[config.mk]
export PLATFORM = sky130hd
export DESIGN_NAME = board_load_flat
export DESIGN_NICKNAME = d
export VERILOG_FILES = /design/src/rtl/board_load_if.sv /design/src/rtl/board_load.sv /design/src/flat_wrapper.sv
export SDC_FILE = /design/constraint.sdc
export NUM_CORES = 1
export LEC_CHECK = 0
export BUFFER_PORTS_ARGS = -buffer_cell sky130_fd_sc_hd__buf_2
export CAP_MARGIN = 20
export CORE_MARGIN = 5
export CORE_UTILIZATION = 25
export CTS_CLUSTER_DIAMETER = 60
export DETAILED_ROUTE_END_ITERATION = 8
export PLACE_DENSITY = 0.44
export SYNTH_ARGS = -nofsm -noshare
export SYNTH_HDL_FRONTEND = slang
export SYNTH_SLANG_ARGS = --single-unit
[constraint.sdc]
create_clock -name clk -period 5.9 [get_ports clk]
set_input_delay 0.59 -clock clk [delete_from_list [all_inputs] [get_ports clk]]
set_output_delay 0.59 -clock clk [all_outputs]
set_load 0.005 [all_outputs]
[src/rtl/board_load_if.sv]
// Board loader bus: decoded FEN square stream and side fields in,
// committed board image and status out.
interface board_load_if;
  logic         in_pos_valid;
  logic [3:0]   in_pos_data;
  logic         in_pos_sop;
  logic         in_pos_eop;
  logic         in_wtp;
  logic [3:0]   in_castle;
  logic [2:0]   in_ep;
  logic [15:0]  in_hmcount;
  logic [15:0]  in_fmcount;
  logic [255:0] o_board;
  logic         o_wtp;
  logic [3:0]   o_castle;
  logic [2:0]   o_ep;
  logic [15:0]  o_hmcount;
  logic [15:0]  o_fmcount;
  logic [5:0]   o_wking_sq;
  logic [5:0]   o_bking_sq;
  logic         o_valid;
  logic         o_error;
  logic [2:0]   o_err_code;

  modport master (
    output in_pos_valid, in_pos_data,
    output in_pos_sop, in_pos_eop,
    output in_wtp, in_castle, in_ep,
    output in_hmcount, in_fmcount,
    input  o_board, o_wtp, o_castle, o_ep,
    input  o_hmcount, o_fmcount,
    input  o_wking_sq, o_bking_sq,
    input  o_valid, o_error, o_err_code
  );

  modport slave (
    input  in_pos_valid, in_pos_data,
    input  in_pos_sop, in_pos_eop,
    input  in_wtp, in_castle, in_ep,
    input  in_hmcount, in_fmcount,
    output o_board, o_wtp, o_castle, o_ep,
    output o_hmcount, o_fmcount,
    output o_wking_sq, o_bking_sq,
    output o_valid, o_error, o_err_code
  );
endinterface

[src/rtl/board_load.sv]
// Loads one FEN square stream into a shadow board, validates it and
// commits it atomically to the board bus read by the move generator.
module board_load (
  input  logic       clk,
  input  logic       rst_n,
  board_load_if.slave bus
);

  typedef enum logic [1:0] {
    IDLE  = 2'd0,
    LOAD  = 2'd1,
    CHECK = 2'd2
  } state_e;

  state_e state_q, state_d;

  logic [255:0] shd_q, shd_d;
  logic [6:0]   cnt_q, cnt_d;
  logic [1:0]   wk_q, wk_d;
  logic [1:0]   bk_q, bk_d;
  logic         ill_q, ill_d;
  logic         ovf_q, ovf_d;
  logic [5:0]   swk_q, swk_d;
  logic [5:0]   sbk_q, sbk_d;
  logic         swtp_q, swtp_d;
  logic [3:0]   scas_q, scas_d;
  logic [2:0]   sep_q, sep_d;
  logic [15:0]  shm_q, shm_d;
  logic [15:0]  sfm_q, sfm_d;

  logic [255:0] brd_q, brd_d;
  logic         wtp_q, wtp_d;
  logic [3:0]   cas_q, cas_d;
  logic [2:0]   ep_q, ep_d;
  logic [15:0]  hm_q, hm_d;
  logic [15:0]  fm_q, fm_d;
  logic [5:0]   wks_q, wks_d;
  logic [5:0]   bks_q, bks_d;
  logic         vld_q, vld_d;
  logic         err_q, err_d;
  logic [2:0]   code_q, code_d;

  logic         sop;
  logic         eop;
  logic         accept;
  logic [6:0]   idx;
  logic         wr;
  logic [5:0]   sq;
  logic [2:0]   piece;
  logic         edge_rank;
  logic         bad;
  logic [2:0]   err;

  assign sop    = bus.in_pos_valid & bus.in_pos_sop;
  assign eop    = bus.in_pos_valid & bus.in_pos_eop;
  assign accept = bus.in_pos_valid &
                  ((state_q == IDLE & bus.in_pos_sop) |
                   (state_q == LOAD));
  assign idx    = sop ? 7'd0 : cnt_q;
  assign wr     = accept & ~idx[6];
  // FEN walks a8..h8 first, so the rank field is inverted
  assign sq     = {~idx[5:3], idx[2:0]};
  assign piece  = bus.in_pos_data[2:0];
  assign edge_rank = (sq[5:3] == 3'd0) | (sq[5:3] == 3'd7);
  assign bad    = (piece == 3'b111) |
                  ((piece == 3'b110) & edge_rank);

  assign err = {ill_q,
                (wk_q != 2'd1) | (bk_q != 2'd1),
                (cnt_q != 7'd64) | ovf_q};

  // shadow datapath
  always_comb begin
    shd_d  = shd_q;
    cnt_d  = cnt_q;
    wk_d   = wk_q;
    bk_d   = bk_q;
    ill_d  = ill_q;
    ovf_d  = ovf_q;
    swk_d  = swk_q;
    sbk_d  = sbk_q;
    swtp_d = swtp_q;
    scas_d = scas_q;
    sep_d  = sep_q;
    shm_d  = shm_q;
    sfm_d  = sfm_q;
    if (accept) begin
      if (sop) begin
        wk_d  = 2'd0;
        bk_d  = 2'd0;
        ill_d = 1'b0;
        ovf_d = 1'b0;
      end
      cnt_d = (idx == 7'd127) ? 7'd127 : idx + 7'd1;
      if (idx[6]) ovf_d = 1'b1;
      if (wr) begin
        shd_d[{sq, 2'b00} +: 4] = bus.in_pos_data;
        if (bus.in_pos_data == 4'b1001) begin
          wk_d  = (wk_d == 2'd2) ? 2'd2 : wk_d + 2'd1;
          swk_d = sq;
        end
        if (bus.in_pos_data == 4'b0001) begin
          bk_d  = (bk_d == 2'd2) ? 2'd2 : bk_d + 2'd1;
          sbk_d = sq;
        end
        if (bad) ill_d = 1'b1;
      end
      if (eop) begin
        swtp_d = bus.in_wtp;
        scas_d = bus.in_castle;
        sep_d  = bus.in_ep;
        shm_d  = bus.in_hmcount;
        sfm_d  = bus.in_fmcount;
      end
    end
  end

  // next state
  always_comb begin
    state_d = state_q;
    unique case (state_q)
      IDLE:    if (accept) state_d = eop ? CHECK : LOAD;
      LOAD:    if (eop) state_d = CHECK;
      CHECK:   state_d = IDLE;
      default: state_d = IDLE;
    endcase
  end

  // committed outputs
  always_comb begin
    brd_d  = brd_q;
    wtp_d  = wtp_q;
    cas_d  = cas_q;
    ep_d   = ep_q;
    hm_d   = hm_q;
    fm_d   = fm_q;
    wks_d  = wks_q;
    bks_d  = bks_q;
    code_d = code_q;
    vld_d  = 1'b0;
    err_d  = 1'b0;
    if (state_q == CHECK) begin
      code_d = err;
      if (err == 3'b000) begin
        brd_d = shd_q;
        wtp_d = swtp_q;
        cas_d = scas_q;
        ep_d  = sep_q;
        hm_d  = shm_q;
        fm_d  = sfm_q;
        wks_d = swk_q;
        bks_d = sbk_q;
        vld_d = 1'b1;
      end else begin
        err_d = 1'b1;
      end
    end
  end

  always_ff @(posedge clk or negedge rst_n) begin
    if (!rst_n) begin
      state_q <= IDLE;
      shd_q   <= '0;
      cnt_q   <= '0;
      wk_q    <= '0;
      bk_q    <= '0;
      ill_q   <= 1'b0;
      ovf_q   <= 1'b0;
      swk_q   <= '0;
      sbk_q   <= '0;
      swtp_q  <= 1'b0;
      scas_q  <= '0;
      sep_q   <= '0;
      shm_q   <= '0;
      sfm_q   <= '0;
    end else begin
      state_q <= state_d;
      shd_q   <= shd_d;
      cnt_q   <= cnt_d;
      wk_q    <= wk_d;
      bk_q    <= bk_d;
      ill_q   <= ill_d;
      ovf_q   <= ovf_d;
      swk_q   <= swk_d;
      sbk_q   <= sbk_d;
      swtp_q  <= swtp_d;
      scas_q  <= scas_d;
      sep_q   <= sep_d;
      shm_q   <= shm_d;
      sfm_q   <= sfm_d;
    end
  end

  always_ff @(posedge clk or negedge rst_n) begin
    if (!rst_n) begin
      brd_q  <= '0;
      wtp_q  <= 1'b0;
      cas_q  <= '0;
      ep_q   <= '0;
      hm_q   <= '0;
      fm_q   <= '0;
      wks_q  <= 6'd4;
      bks_q  <= 6'd60;
      vld_q  <= 1'b0;
      err_q  <= 1'b0;
      code_q <= '0;
    end else begin
      brd_q  <= brd_d;
      wtp_q  <= wtp_d;
      cas_q  <= cas_d;
      ep_q   <= ep_d;
      hm_q   <= hm_d;
      fm_q   <= fm_d;
      wks_q  <= wks_d;
      bks_q  <= bks_d;
      vld_q  <= vld_d;
      err_q  <= err_d;
      code_q <= code_d;
    end
  end

  assign bus.o_board    = brd_q;
  assign bus.o_wtp      = wtp_q;
  assign bus.o_castle   = cas_q;
  assign bus.o_ep       = ep_q;
  assign bus.o_hmcount  = hm_q;
  assign bus.o_fmcount  = fm_q;
  assign bus.o_wking_sq = wks_q;
  assign bus.o_bking_sq = bks_q;
  assign bus.o_valid    = vld_q;
  assign bus.o_error    = err_q;
  assign bus.o_err_code = code_q;

endmodule

[src/flat_wrapper.sv]
// flat-port wrapper written by rule: the top's interface ports become plain ports
module board_load_flat 
  (clk, rst_n, bus_in_pos_valid, bus_in_pos_data, bus_in_pos_sop, bus_in_pos_eop, bus_in_wtp, bus_in_castle, bus_in_ep, bus_in_hmcount, bus_in_fmcount, bus_o_board, bus_o_wtp, bus_o_castle, bus_o_ep, bus_o_hmcount, bus_o_fmcount, bus_o_wking_sq, bus_o_bking_sq, bus_o_valid, bus_o_error, bus_o_err_code);
  board_load_if bus_i ();
  input  logic clk;
  input  logic rst_n;
  input wire logic [$bits(bus_i.in_pos_valid)-1:0] bus_in_pos_valid;
  input wire logic [$bits(bus_i.in_pos_data)-1:0] bus_in_pos_data;
  input wire logic [$bits(bus_i.in_pos_sop)-1:0] bus_in_pos_sop;
  input wire logic [$bits(bus_i.in_pos_eop)-1:0] bus_in_pos_eop;
  input wire logic [$bits(bus_i.in_wtp)-1:0] bus_in_wtp;
  input wire logic [$bits(bus_i.in_castle)-1:0] bus_in_castle;
  input wire logic [$bits(bus_i.in_ep)-1:0] bus_in_ep;
  input wire logic [$bits(bus_i.in_hmcount)-1:0] bus_in_hmcount;
  input wire logic [$bits(bus_i.in_fmcount)-1:0] bus_in_fmcount;
  output wire logic [$bits(bus_i.o_board)-1:0] bus_o_board;
  output wire logic [$bits(bus_i.o_wtp)-1:0] bus_o_wtp;
  output wire logic [$bits(bus_i.o_castle)-1:0] bus_o_castle;
  output wire logic [$bits(bus_i.o_ep)-1:0] bus_o_ep;
  output wire logic [$bits(bus_i.o_hmcount)-1:0] bus_o_hmcount;
  output wire logic [$bits(bus_i.o_fmcount)-1:0] bus_o_fmcount;
  output wire logic [$bits(bus_i.o_wking_sq)-1:0] bus_o_wking_sq;
  output wire logic [$bits(bus_i.o_bking_sq)-1:0] bus_o_bking_sq;
  output wire logic [$bits(bus_i.o_valid)-1:0] bus_o_valid;
  output wire logic [$bits(bus_i.o_error)-1:0] bus_o_error;
  output wire logic [$bits(bus_i.o_err_code)-1:0] bus_o_err_code;
  assign bus_i.in_pos_valid = bus_in_pos_valid;
  assign bus_i.in_pos_data = bus_in_pos_data;
  assign bus_i.in_pos_sop = bus_in_pos_sop;
  assign bus_i.in_pos_eop = bus_in_pos_eop;
  assign bus_i.in_wtp = bus_in_wtp;
  assign bus_i.in_castle = bus_in_castle;
  assign bus_i.in_ep = bus_in_ep;
  assign bus_i.in_hmcount = bus_in_hmcount;
  assign bus_i.in_fmcount = bus_in_fmcount;
  assign bus_o_board = bus_i.o_board;
  assign bus_o_wtp = bus_i.o_wtp;
  assign bus_o_castle = bus_i.o_castle;
  assign bus_o_ep = bus_i.o_ep;
  assign bus_o_hmcount = bus_i.o_hmcount;
  assign bus_o_fmcount = bus_i.o_fmcount;
  assign bus_o_wking_sq = bus_i.o_wking_sq;
  assign bus_o_bking_sq = bus_i.o_bking_sq;
  assign bus_o_valid = bus_i.o_valid;
  assign bus_o_error = bus_i.o_error;
  assign bus_o_err_code = bus_i.o_err_code;
  board_load u_core (.clk(clk), .rst_n(rst_n), .bus(bus_i));
endmodule
==> results of run 1 <==
-- cell type report --
cell class / count / area [sq um] / area share
clock buffers: 116 / 2410 / 0.0777
well taps: 1287 / 1610 / 0.0518
clock inverters: 31 / 434 / 0.0140
flip-flops and latches: 636 / 15900 / 0.513
multi-input cells: 834 / 8550 / 0.275
repair buffers: 383 / 2110 / 0.0680
inverters: 6 / 22.5 / 0.000725
-- state kept, by name, indices dropped and copies added (netlist names), 3 cells and up --
register and count:
u_core.bus.o_bking_sq 6, u_core.bus.o_board 256, u_core.bus.o_castle 4, u_core.bus.o_ep 3
u_core.bus.o_err_code 3, u_core.bus.o_fmcount 16, u_core.bus.o_hmcount 16, u_core.bus.o_wking_sq 6
u_core.cnt_q 7, u_core.sbk_q 6, u_core.scas_q 4, u_core.sep_q 3
u_core.sfm_q 16, u_core.shd_q 256, u_core.shm_q 16, u_core.swk_q 6
-- synth_stat cells, types with 3 or more instances --
| master | instances |
|---|---|
| and3_1 | 3 |
| and2_1 | 7 |
| nor3_1 | 13 |
| nor3_4 | 10 |
| dfrtp_1 | 631 |
| mux2_4 | 8 |
| a21o_1 | 3 |
| inv_1 | 5 |
| nand3_4 | 3 |
| mux2_2 | 599 |
| a2bb2oi_1 | 3 |
| buf_2 | 40 |
| o21ai_0 | 18 |
| nand3_1 | 9 |
| buf_1 | 5 |
| buf_4 | 5 |
| nor3_2 | 28 |
| a22o_1 | 4 |
| or3_1 | 11 |
| nor2b_1 | 3 |
| clkbuf_1 | 39 |
| o21ai_1 | 4 |
| a21oi_1 | 11 |
| dfstp_2 | 5 |
| a31oi_1 | 3 |
| xnor2_1 | 3 |
| nand2_1 | 31 |
| nor2_1 | 15 |
| ha_1 | 4 |
| or3_4 | 3 |
-- critical path, cell delays in order --
cell	delay (ns)
buf_2	0.26
nand2_1	0.37
nand2_1	0.25
ha_1	0.44
xor2_2	0.29
nand3_1	0.59
nor3_1	0.53
nor3b_2	0.41
mux2_2	0.38
-- report_power, final --
| part | internal (mW) | switching (mW) | total (mW) |
|---|---|---|---|
| logic | 0.556 | 0.779 | 1.34 |
| registers | 4.88 | 0.318 | 5.20 |
| clock network | 3.22 | 1.97 | 5.19 |
| total | 8.66 | 3.07 | 11.7 |
-- cells in the final DEF, fill, tap and decap left out, drive strengths merged, types with 11 or more instances in the layout --
| cell type | netlist | final |
|---|---|---|
| a21oi | 11 | 11 |
| buf | 51 | 382 |
| clkbuf | 39 | 116 |
| dfrtp | 631 | 631 |
| inv | 6 | 16 |
| mux2 | 607 | 607 |
| nand2 | 31 | 31 |
| nand3 | 14 | 14 |
| nor2 | 15 | 15 |
| nor3 | 51 | 51 |
| o21ai | 22 | 22 |
| or3 | 14 | 14 |
-- metal layers --
layer	vias to the layer above	wire length [microns]	track usage
met2	356	35300	0.227
met3	88	4460	0.0393
li1	6360	-	-
met5	-	0	0
met1	7686	32400	0.178
met4	0	1410	0.0368
-- timing repair --
action | in CTS | in global routing
endpoints found under the hold margin | 31 | 0
hold buffers | 1 | 0
setup buffers | 0 | 0
resized for setup | 0 | 0
-- logic make-up (layout without fill, tap and decap cells) --
logic type,Yosys count,count (layout)
simple gates,156,156
flops,636,636
fa+ha+maj,4,4
mux,609,609
xor+xnor,5,5
compound gates,60,60
buf+inv,96,536
-- worst paths after layout --
kind	to	slack, ns	depth (start not counted)
max in group asynchronous	u_core.shd_q[204]	3.78	3
min	u_core.state_q[0]	0.19	2
min in group asynchronous	u_core.bus.o_board[71]	0.59	2
max	u_core.shd_q[118]	2.29	9
max reg2reg	u_core.shd_q[118]	2.34	7
min reg2reg	u_core.sbk_q[5]	0.48	2
-- per-stage QoR --
stage / power, mW / utilization / hold WS, ns
detailed placement: 6.65 / 0.286 / 0.481
floorplan: 6.03 / - / 0.294
global placement: 6.56 / 0.285 / 0.470
finish: 11.7 / 0.315 / 0.187
CTS: 12.0 / 0.315 / 0.130
global route: 12.3 / 0.315 / 0.157
==> metrics.md, run 1 <==
| Metric | Value |
|---|---|
| Initial core utilization | 0.253 |
| Syn Nets | about 1600 |
| Main area contributors after synthesis | dfrtp_1, mux2_2, nor3_2 |
| Post-synth cell types | 60 |
| Diode count | 0 |
| Hold Fails Final Rpt | 0 |
| Worst Tran Pin Value | roughly 1.0 ns |
| Worst slew margin relative to its limit | 0.308 |
| Fin nets | roughly 2000 |
| Synth Area in Compound Gates | 0.0163 |
| Number of max-cap violations | 0 |
| CTS tree | done |
| Synthesis-stage register bit count | approximately 640 |
| Final min period | roughly 3.6 ns |
| Largest family of logic cells by synthesized area | multiplexers |
| CTS sink cnt | approximately 640 |
| Post-synthesis adder-cell area fraction | 0.00201 |
| DP Cell Count | 3145 |
| Startpoint types | input port |
| Area Overhead vs Synth | 24.8% |
| Final Setup Violations | 0 |
| H-tree lvl count | 3 |
| Maximum VDD drop | around 220 uV |
| CTS max path bufs | 3 |
| Die Wd | 326 microns |
| RSZ-0062 raised after global routing | false |
| Layout cells sized above 1 | 0.593 |
| First-pass GRT wire length | between 100000 and 150000 microns |
| Hold Path Origin | bus_in_pos_eop |
| Pin count of the biggest net entering global routing | 172 |
| CP Data Arrival Time | ~4.1 ns |
| Final critical-path setup slack | about 2.3 ns |
| Final cycle utilization of the critical path | 0.613 |
| Non-Filler Cell Area, Final | 31100 sq um |
| Fin cells | ~3300 |
| Worst R2R Start | u_core.cnt_q[0] |
| Clock tree root buffer cell | clkbuf_16 |
| Area after DPL | around 28000 sq um |
| Vias per inst | around 4.4 |
| Max Fclk | ~0.28 GHz |
| Mux share of post-synthesis cell area | 0.277 |
| DP HPWL | roughly 49000 microns |
| Worst Hold Class | in -> reg |
| Drt drc | 0 |
| Die height | 326 microns |
| I/O Pins | 362 |
| Power per Cell Area | approximately 380 nW/um^2 |
| Cell row count | around 120 |
| Clk_lat worst skew | about 0.64 ns |
| Tot GR Track Use | 0.137 |
| Die area | approximately 110000 sq um |
| Post-route ant nets | 0 |
| DR iter-0 viols | 605 |
| Port bufs | 361 |
| Lkg Pwr | 15.9 nW |
| First-pass DRT Iterations | 6 |
| Fill cells | just under 10000 |
| Initial antenna violation count | 5 |
| Gr ovfl total | 0 |
| Netlist Area Pre-Place | 24900 sq um |
| Post-synth EDFFs | 0 |
| Status | finished clean |
| Simple-gate share of the synthesized area | 0.0455 |
| Post-synth ARST share | 1.00 |
| CP Capture Type | flop |
| Cell taking the most area after synthesis | dfrtp_1 |
| Warnings, synthesis | 0 |
| Syn avg cell area | 15.9 sq um |
| Pins Over Slew Limit | 0 |
| Worst Clk Skew | between 0.02 and 0.025 ns |
| Vias post-DR | 14500 |
| Placement Setup Slack | around 1.6 ns |
| Seq/Total Area, Yosys | 0.640 |
| Xor-xnor portion of the synthesized cell area | 0.00236 |
| CP Class | in -> reg |
| Vias in the first global route | roughly 16000 |
| WL per Instance | between 20 and 25 microns |
| Drt total wl | about 74000 microns |
| CTS clk-pin slew, worst paths | roughly 0.060 ns |
| Setup TNS Final | 0 ns |
| Critical Path Source | bus_in_pos_sop |
| Area share of the largest cell type after synthesis | 0.634 |
| Critical path fanouts, max | 16 |
| TritonCTS Buffers | 83 |
| Gp weighted congestion | slightly below 0.8 |
| Synth Instances | about 1600 |
| Core ar. | just under 100000 sq um |
| Ys flop type | dfrtp_1 |
| Required @ worst endpoint | 6.42 ns |
No activity file was read; power rests on OpenSTA's default activity.
==> inputs of run 2 (changes only) <==
--- a/config.mk
+++ b/config.mk
@@ -5,6 +5,7 @@
 export SDC_FILE = /design/constraint.sdc
 export NUM_CORES = 1
 export LEC_CHECK = 0
+export ABC_AREA = 1
 export BUFFER_PORTS_ARGS = -buffer_cell sky130_fd_sc_hd__buf_2
 export CAP_MARGIN = 20
 export CORE_MARGIN = 5
==> constraint.sdc (replaced) <==
create_clock -name clk -period 3.6 [get_ports clk]
set_input_delay 0.36 -clock clk [delete_from_list [all_inputs] [get_ports clk]]
set_output_delay 0.36 -clock clk [all_outputs]
set_load 0.005 [all_outputs]
==> run 2 against run 1 <==
Largest cell class unchanged. Cell count is 39% higher. Design area is 2.6% higher. Worst hold slack worse by 0.072 ns.
==> metrics.md, run 2 <==
| Metric | Value |
|---|---|
| Drt total wl | approximately 85000 microns |
| CTS tree | done |
| Warnings, synthesis | 0 |
| First-pass GRT wire length | 130000 microns |
| Cell row count | 116 |
| Netlist Area Pre-Place | 25100 sq um |
| Synthesis-stage register bit count | roughly 640 |
| Required @ worst endpoint | around 4 ns |
| Most common cell after layout, fill and taps aside | nand2_1 |
| Fin nets | about 3200 |
| Vias in the first global route | around 20000 |
| CP Data Arrival Time | between 3 and 4 ns |
| Synth top cells by count | nand2_1, dfrtp_1, o21ai_0 |
| Most frequent cells in the layout | nand2_1, dfrtp_1, buf_2, o21ai_0, nor2_1 |
| Hold Path Origin | bus_in_pos_eop |
| Initial core utilization | 0.252 |
| Critical path fanouts, max | between 200 and 250 |
| Die area | 107000 sq um |
| Most frequent cell after synthesis | nand2_1 |
| Main area contributors after synthesis | dfrtp_1, nand2_1, o21ai_0 |
| TritonCTS Buffers | 84 |
| GR Util met2 | 0.257 |
| First-pass DRT Iterations | 5 |
| Synth Instances | 2796 |
| WL per Instance | 18.7 microns |
| Busiest layer in global routing | met2 |
| Max Fclk | about 0.38 GHz |
| DP HPWL | 56700 microns |
| CTS sink cnt | roughly 640 |
| RSZ-0062 raised after global routing | false |
| Worst R2R Start | u_core.cnt_q[2] |
| Ys flop type | dfrtp_1 |
| Pin count of the biggest net entering global routing | between 200 and 250 |
| Reg2reg end | u_core.bus.o_fmcount[5] |
| Port bufs | between 300 and 400 |
| Worst Hold End | u_core.state_q[0] |
| Core ar. | roughly 100000 sq um |
| Startpoint types | flop |
| Status | finished clean |
| PostCTS Resize Cnt | 0 |
| Worst Tran Pin Value | 1.06 ns |
| Final critical-path setup slack | between 0.9 and 1 ns |
| Pins Over Slew Limit | 0 |
| R2r setup slk | 0.95 ns |
| Initial antenna violation count | 1 |
| Non-Filler Cell Area, Final | ~32000 sq um |
| CP max-delay cell | nor4_2 |
| Placement Setup Slack | 0.582 ns |
| Lkg Pwr | about 17 nW |
| Post-synth EDFFs | 0 |
| Post-synth cell types | 35 |
| Max incr delay on CP | 0.53 ns |
| Die height | 327 microns |
| Tot GR Track Use | 0.157 |
| H-tree lvl count | 3 |
| Final min period | around 2.7 ns |
| Final Core Density | 0.319 |
| Clk_lat worst skew | roughly 0.63 ns |
| Grt met1 use | 0.211 |
| Clock tree root buffer cell | clkbuf_16 |
| Gr ovfl total | 0 |
| Post-synth ARST share | 1.00 |
| Syn Nets | between 2000 and 3000 |
| Vias per inst | roughly 4.3 |
| Die Wd | 327 microns |
| I/O Pins | between 300 and 400 |
| CP Capture Type | flop |
| Hold Fails Final Rpt | 0 |
| Maximum VDD drop | ~320 uV |
| Gp weighted congestion | ~0.76 |
| Worst slew margin relative to its limit | 0.296 |
| CTS clk-pin slew, worst paths | approximately 0.060 ns |
| Final cycle utilization of the critical path | 0.737 |
| Hold Path Depth | 4 |
| Worst Clk Skew | just under 0.03 ns |
| CTS max path bufs | 3 |
| Post-route ant nets | 0 |
| Final Setup Violations | 0 |
| Syn avg cell area | between 8 and 9 sq um |
| Area after DPL | approximately 29000 sq um |
| Seq/Total Area, Yosys | 0.634 |
| CP Class | reg -> reg |
| Vias post-DR | about 20000 |
| DR iter-0 viols | about 1200 |
| Area share of the largest cell type after synthesis | 0.629 |
| Layout cells sized above 1 | 0.196 |
| Crit-path cells | nor2_1, nand2_1, nor4_2, nand3_4, buf_12, o21ai_0 |
| Grt met3 use | 0.0356 |
| Power per Cell Area | ~650 nW/um^2 |
| Cell taking the most area after synthesis | dfrtp_1 |
| Drt drc | 0 |
| Area Overhead vs Synth | 26.9% |
| Number of max-cap violations | 0 |
| Worst R2R Path Depth | 6 |
| Setup TNS Final | 0 ns |
| Worst Hold Class | in -> reg |
[run 2: changes by cell type in the layout (fill, tap and decap cells not counted), sizes merged, moves of 58 or more]
| cell | change |
|---|---|
| nor2 | +116 |
| o21ai | +188 |
| mux2 | -607 |
| nand4 | +58 |
| nand2 | +1345 |
| nand3 | +91 |
| inv | +87 |
[run 2: area by class of cell]
type,instances,area (sq um)
repair buffers,456,2850
multi-input cells,1920,8200
well taps,1298,1620
clock inverters,41,503
inverters,98,378
diodes,1,2.50
clock buffers,114,2400
flip-flops and latches,636,15900
fillers,10600,68000
[run 2: cells by family after synthesis]
group,count (synthesis),synth area share
XOR/XNOR,2,0.000697
AO/OA/AOI/OAI,232,0.0468
AND/OR/NAND/NOR,1682,0.276
flip-flops,636,0.634
buffers and inverters,240,0.0409
adder cells (fa/ha/maj),4,0.00199
[run 2: report_power, final]
part / total, mW / switching (mW) / leakage (nW) / internal [mW]
clock network: 8.74 / 3.38 / 1.43 / 5.36
registers: 9.08 / 0.694 / 8.62 / 8.39
logic: 2.76 / 1.90 / 7.32 / 0.863
[run 2: what timing repair did]
| item | 4_1_cts | 5_1_grt |
|---|---|---|
| buffers inserted | 0 | 0 |
| endpoints found under the hold margin | 100 | 0 |
| hold buffers | 41 | 0 |
[run 2: critical path, delay by kind of cell (launching register included)]
family                 cells  cell delay (ns)
AND/OR/NAND/NOR            4             1.06
AO/OA/AOI/OAI              1             0.39
flip-flops                 1             0.45
buffers and inverters      1             0.32
[run 2: how the worst max path moves through the flow]
stage | from | cells after the start | endpoint | slack (ns)
global placement | bus_in_pos_sop | 14 | u_core.shd_q[163] | 0.57
finish | u_core.cnt_q[2] | 6 | u_core.bus.o_fmcount[5] | 0.95
detailed placement | bus_in_pos_valid | 14 | u_core.shd_q[162] | 0.58
CTS | u_core.cnt_q[2] | 8 | u_core.bus.o_board[52] | 0.91
global route | u_core.cnt_q[1] | 12 | u_core.shd_q[29] | 0.78
floorplan | bus_in_pos_sop | 14 | u_core.shd_q[29] | 1.30
[run 2: layer usage]
layer	routed length, microns	vias up
met5	13	-
met4	1960	2
met3	4510	115
met2	40100	364
met1	38500	9586
li1	-	9618
[run 2: through the flow]
step | std cells | total power, mW | hold slack, ns
final | 4564 | 20.6 | 0.115
after global placement | 4367 | 11.9 | 0.440
after detailed placement | 4367 | 12.0 | 0.441
after global routing | 4563 | 21.8 | 0.110
after CTS | 4563 | 20.9 | 0.0444
after floorplan | 2796 | 10.9 | 0.0644
==> inputs of run 3 (changes only) <==
--- a/config.mk
+++ b/config.mk
@@ -5,7 +5,7 @@
 export SDC_FILE = /design/constraint.sdc
 export NUM_CORES = 1
 export LEC_CHECK = 0
-export ABC_AREA = 1
+export ABC_AREA = 0
 export BUFFER_PORTS_ARGS = -buffer_cell sky130_fd_sc_hd__buf_2
 export CAP_MARGIN = 20
 export CORE_MARGIN = 5
==> constraint.sdc (replaced) <==
create_clock -name clk -period 2.5 [get_ports clk]
set_input_delay 0.25 -clock clk [delete_from_list [all_inputs] [get_ports clk]]
set_output_delay 0.25 -clock clk [all_outputs]
set_load 0.005 [all_outputs]
==> run 3 against run 2 <==
The flow now finishes with violations (setup timing). Design area up 9.4%. Worst hold slack got worse by 0.022 ns. Register-to-register slack worse by 1.1 ns. Core utilization increased by 3.5 points. Power increased by 42%. Flip-flop and latch count unchanged. Clock skew down 0.0096 ns. Critical path depth is 1 higher. Worst setup slack worse by 1.1 ns.
==> metrics.md, run 3 (synthesis results as in run 1) <==
| Metric | Value |
|---|---|
| Final Setup Violations | ~140 |
| Drt drc | 0 |
| Maximum VDD drop | 456 uV |
| Critical path fanouts, max | 5 |
| Status | complete, but fails checks |
| Required @ worst endpoint | 3.02 ns |
| First-pass DRT Iterations | 4 |
| Layout cells sized above 1 | 0.631 |
| Final critical-path setup slack | -0.119 ns |
| Most frequent cells in the layout | dfrtp_1, mux2_2, buf_2, mux2_4, buf_4 |
| Clock tree root buffer cell | clkbuf_16 |
| Vias in the first global route | 16900 |
| Tot GR Track Use | 0.137 |
| Fin nets | 2217 |
| Vias post-DR | about 15000 |
| Setup TNS Final | -8.07 ns |
| Grt met3 use | 0.0436 |
| Final min period | around 2.6 ns |
| Most common cell after layout, fill and taps aside | dfrtp_1 |
| Worst Tran Pin Value | roughly 0.87 ns |
| Lkg Pwr | around 18 nW |
| Die area | 106000 sq um |
| Hold Fails Final Rpt | 0 |
| Number of max-cap violations | 0 |
| Port bufs | 361 |
| Area after DPL | 30100 sq um |
| Power per Cell Area | roughly 840 nW/um^2 |
| Final cycle utilization of the critical path | 1.05 |
| First-pass GRT wire length | roughly 110000 microns |
| Final Core Density | 0.354 |
| Initial antenna violation count | 4 |
| Pins Over Slew Limit | 0 |
| CP Data Arrival Time | about 3.1 ns |
| Die Wd | between 300 and 400 microns |
| DP HPWL | 50800 microns |
| Initial core utilization | 0.253 |
| Drt total wl | about 76000 microns |
| CTS clk-pin slew, worst paths | roughly 0.06 ns |
| Gp weighted congestion | between 0.7 and 0.8 |
| Max Fclk | 0.382 GHz |
| Worst slew margin relative to its limit | 0.419 |
| Startpoint types | flop |
| Non-Filler Cell Area, Final | around 35000 sq um |
| Gr ovfl total | 0 |
| H-tree lvl count | 3 |
| Area Overhead vs Synth | 40.1% |
| Vias per inst | about 4.3 |
| CTS tree | done |
| CTS max path bufs | 3 |
| Pin count of the biggest net entering global routing | just over 90 |
| Die height | around 330 microns |
| Grt met1 use | 0.173 |
| Worst Hold Class | in -> reg |
| Placement Setup Slack | -0.250 ns |
| GR Util met2 | 0.228 |
| CP Class | reg -> reg |
| CP Capture Type | flop |
| I/O Pins | roughly 360 |
| CTS sink cnt | roughly 640 |
| Fill cells | approximately 9400 |
| DR iter-0 viols | 630 |
| Clk_lat worst skew | 0.65 ns |
| RSZ-0062 raised after global routing | true |
| Worst Clk Skew | just under 0.02 ns |
| DP Cell Count | 3293 |
| WL per Instance | between 20 and 25 microns |
| Multi-input combinational cell area | around 9600 sq um |
| Cell row count | around 120 |
| Busiest layer in global routing | met2 |
| Post-route ant nets | 0 |
| TritonCTS Buffers | between 80 and 90 |
| Fin cells | 3516 |
| Core ar. | just under 100000 sq um |
| Failing checks | setup timing |
| Sequential cell area | between 15000 and 20000 sq um |
run 3: area by class of cell:
type | instances | share of cell area
Clock inverter | 31 | 0.0140
Sequential cell | 636 | 0.456
Multi-Input combinational cell | 834 | 0.275
Tap cell | 1287 | 0.0462
Clock buffer | 115 | 0.0681
Timing Repair Buffer | 605 | 0.140
Antenna cell | 2 | 0.000143
Inverter | 6 | 0.000646
run 3: timing repair:
item / 4_1_cts / 5_1_grt
gates cloned: 1 / 12
hold endpoints to repair: 220 / 0
buffers inserted: 9 / 13
pin swaps: 16 / 23
resized for setup: 138 / 110
hold buffers: 43 / 0
endpoints found under the setup margin: 431 / 327
run 3: final timing paths:
| check | start | to | slack (ns) | cells past startpoint |
|---|---|---|---|---|
| setup / recovery | u_core.cnt_q[0] | u_core.shd_q[237] | -0.12 | 7 |
| hold / removal | bus_in_pos_valid | u_core.state_q[0] | 0.09 | 3 |
| setup reg to reg | u_core.cnt_q[0] | u_core.shd_q[237] | -0.12 | 7 |
| hold reg to reg | u_core.swk_q[1] | u_core.swk_q[1] | 0.48 | 2 |
| max in group asynchronous | rst_n | u_core.shd_q[215] | 1.49 | 4 |
| min in group asynchronous | rst_n | u_core.sfm_q[10] | 0.14 | 2 |
run 3: where the power goes:
part           switching, mW  internal [mW]
clock network           4.75           7.46
registers              0.705           11.5
logic                   2.36           2.47
run 3: critical path, stage by stage, from the launching register on:
cell and delay [ns]:
dfrtp_1 0.35, a21bo_4 0.24, ha_4 0.18, and4b_1 0.20, a211o_1 0.34, or4_4 0.60, or2_4 0.31, mux2_4 0.30
run 3: per-stage QoR:
step,hold WS [ns],power (mW)
2_1_floorplan,-0.0456,14.5
3_3_place_gp,0.219,16.3
3_5_place_dp,0.226,16.5
4_1_cts,0.0269,29.4
5_1_grt,0.0741,30.6
6_report,0.0925,29.3
run 3: routing by layer:
metal  up-vias  wire, microns
met4         2           1410
met2       351          36400
met1      8014          32500
met3        78           5190
li1       6818              -
met5         -             10
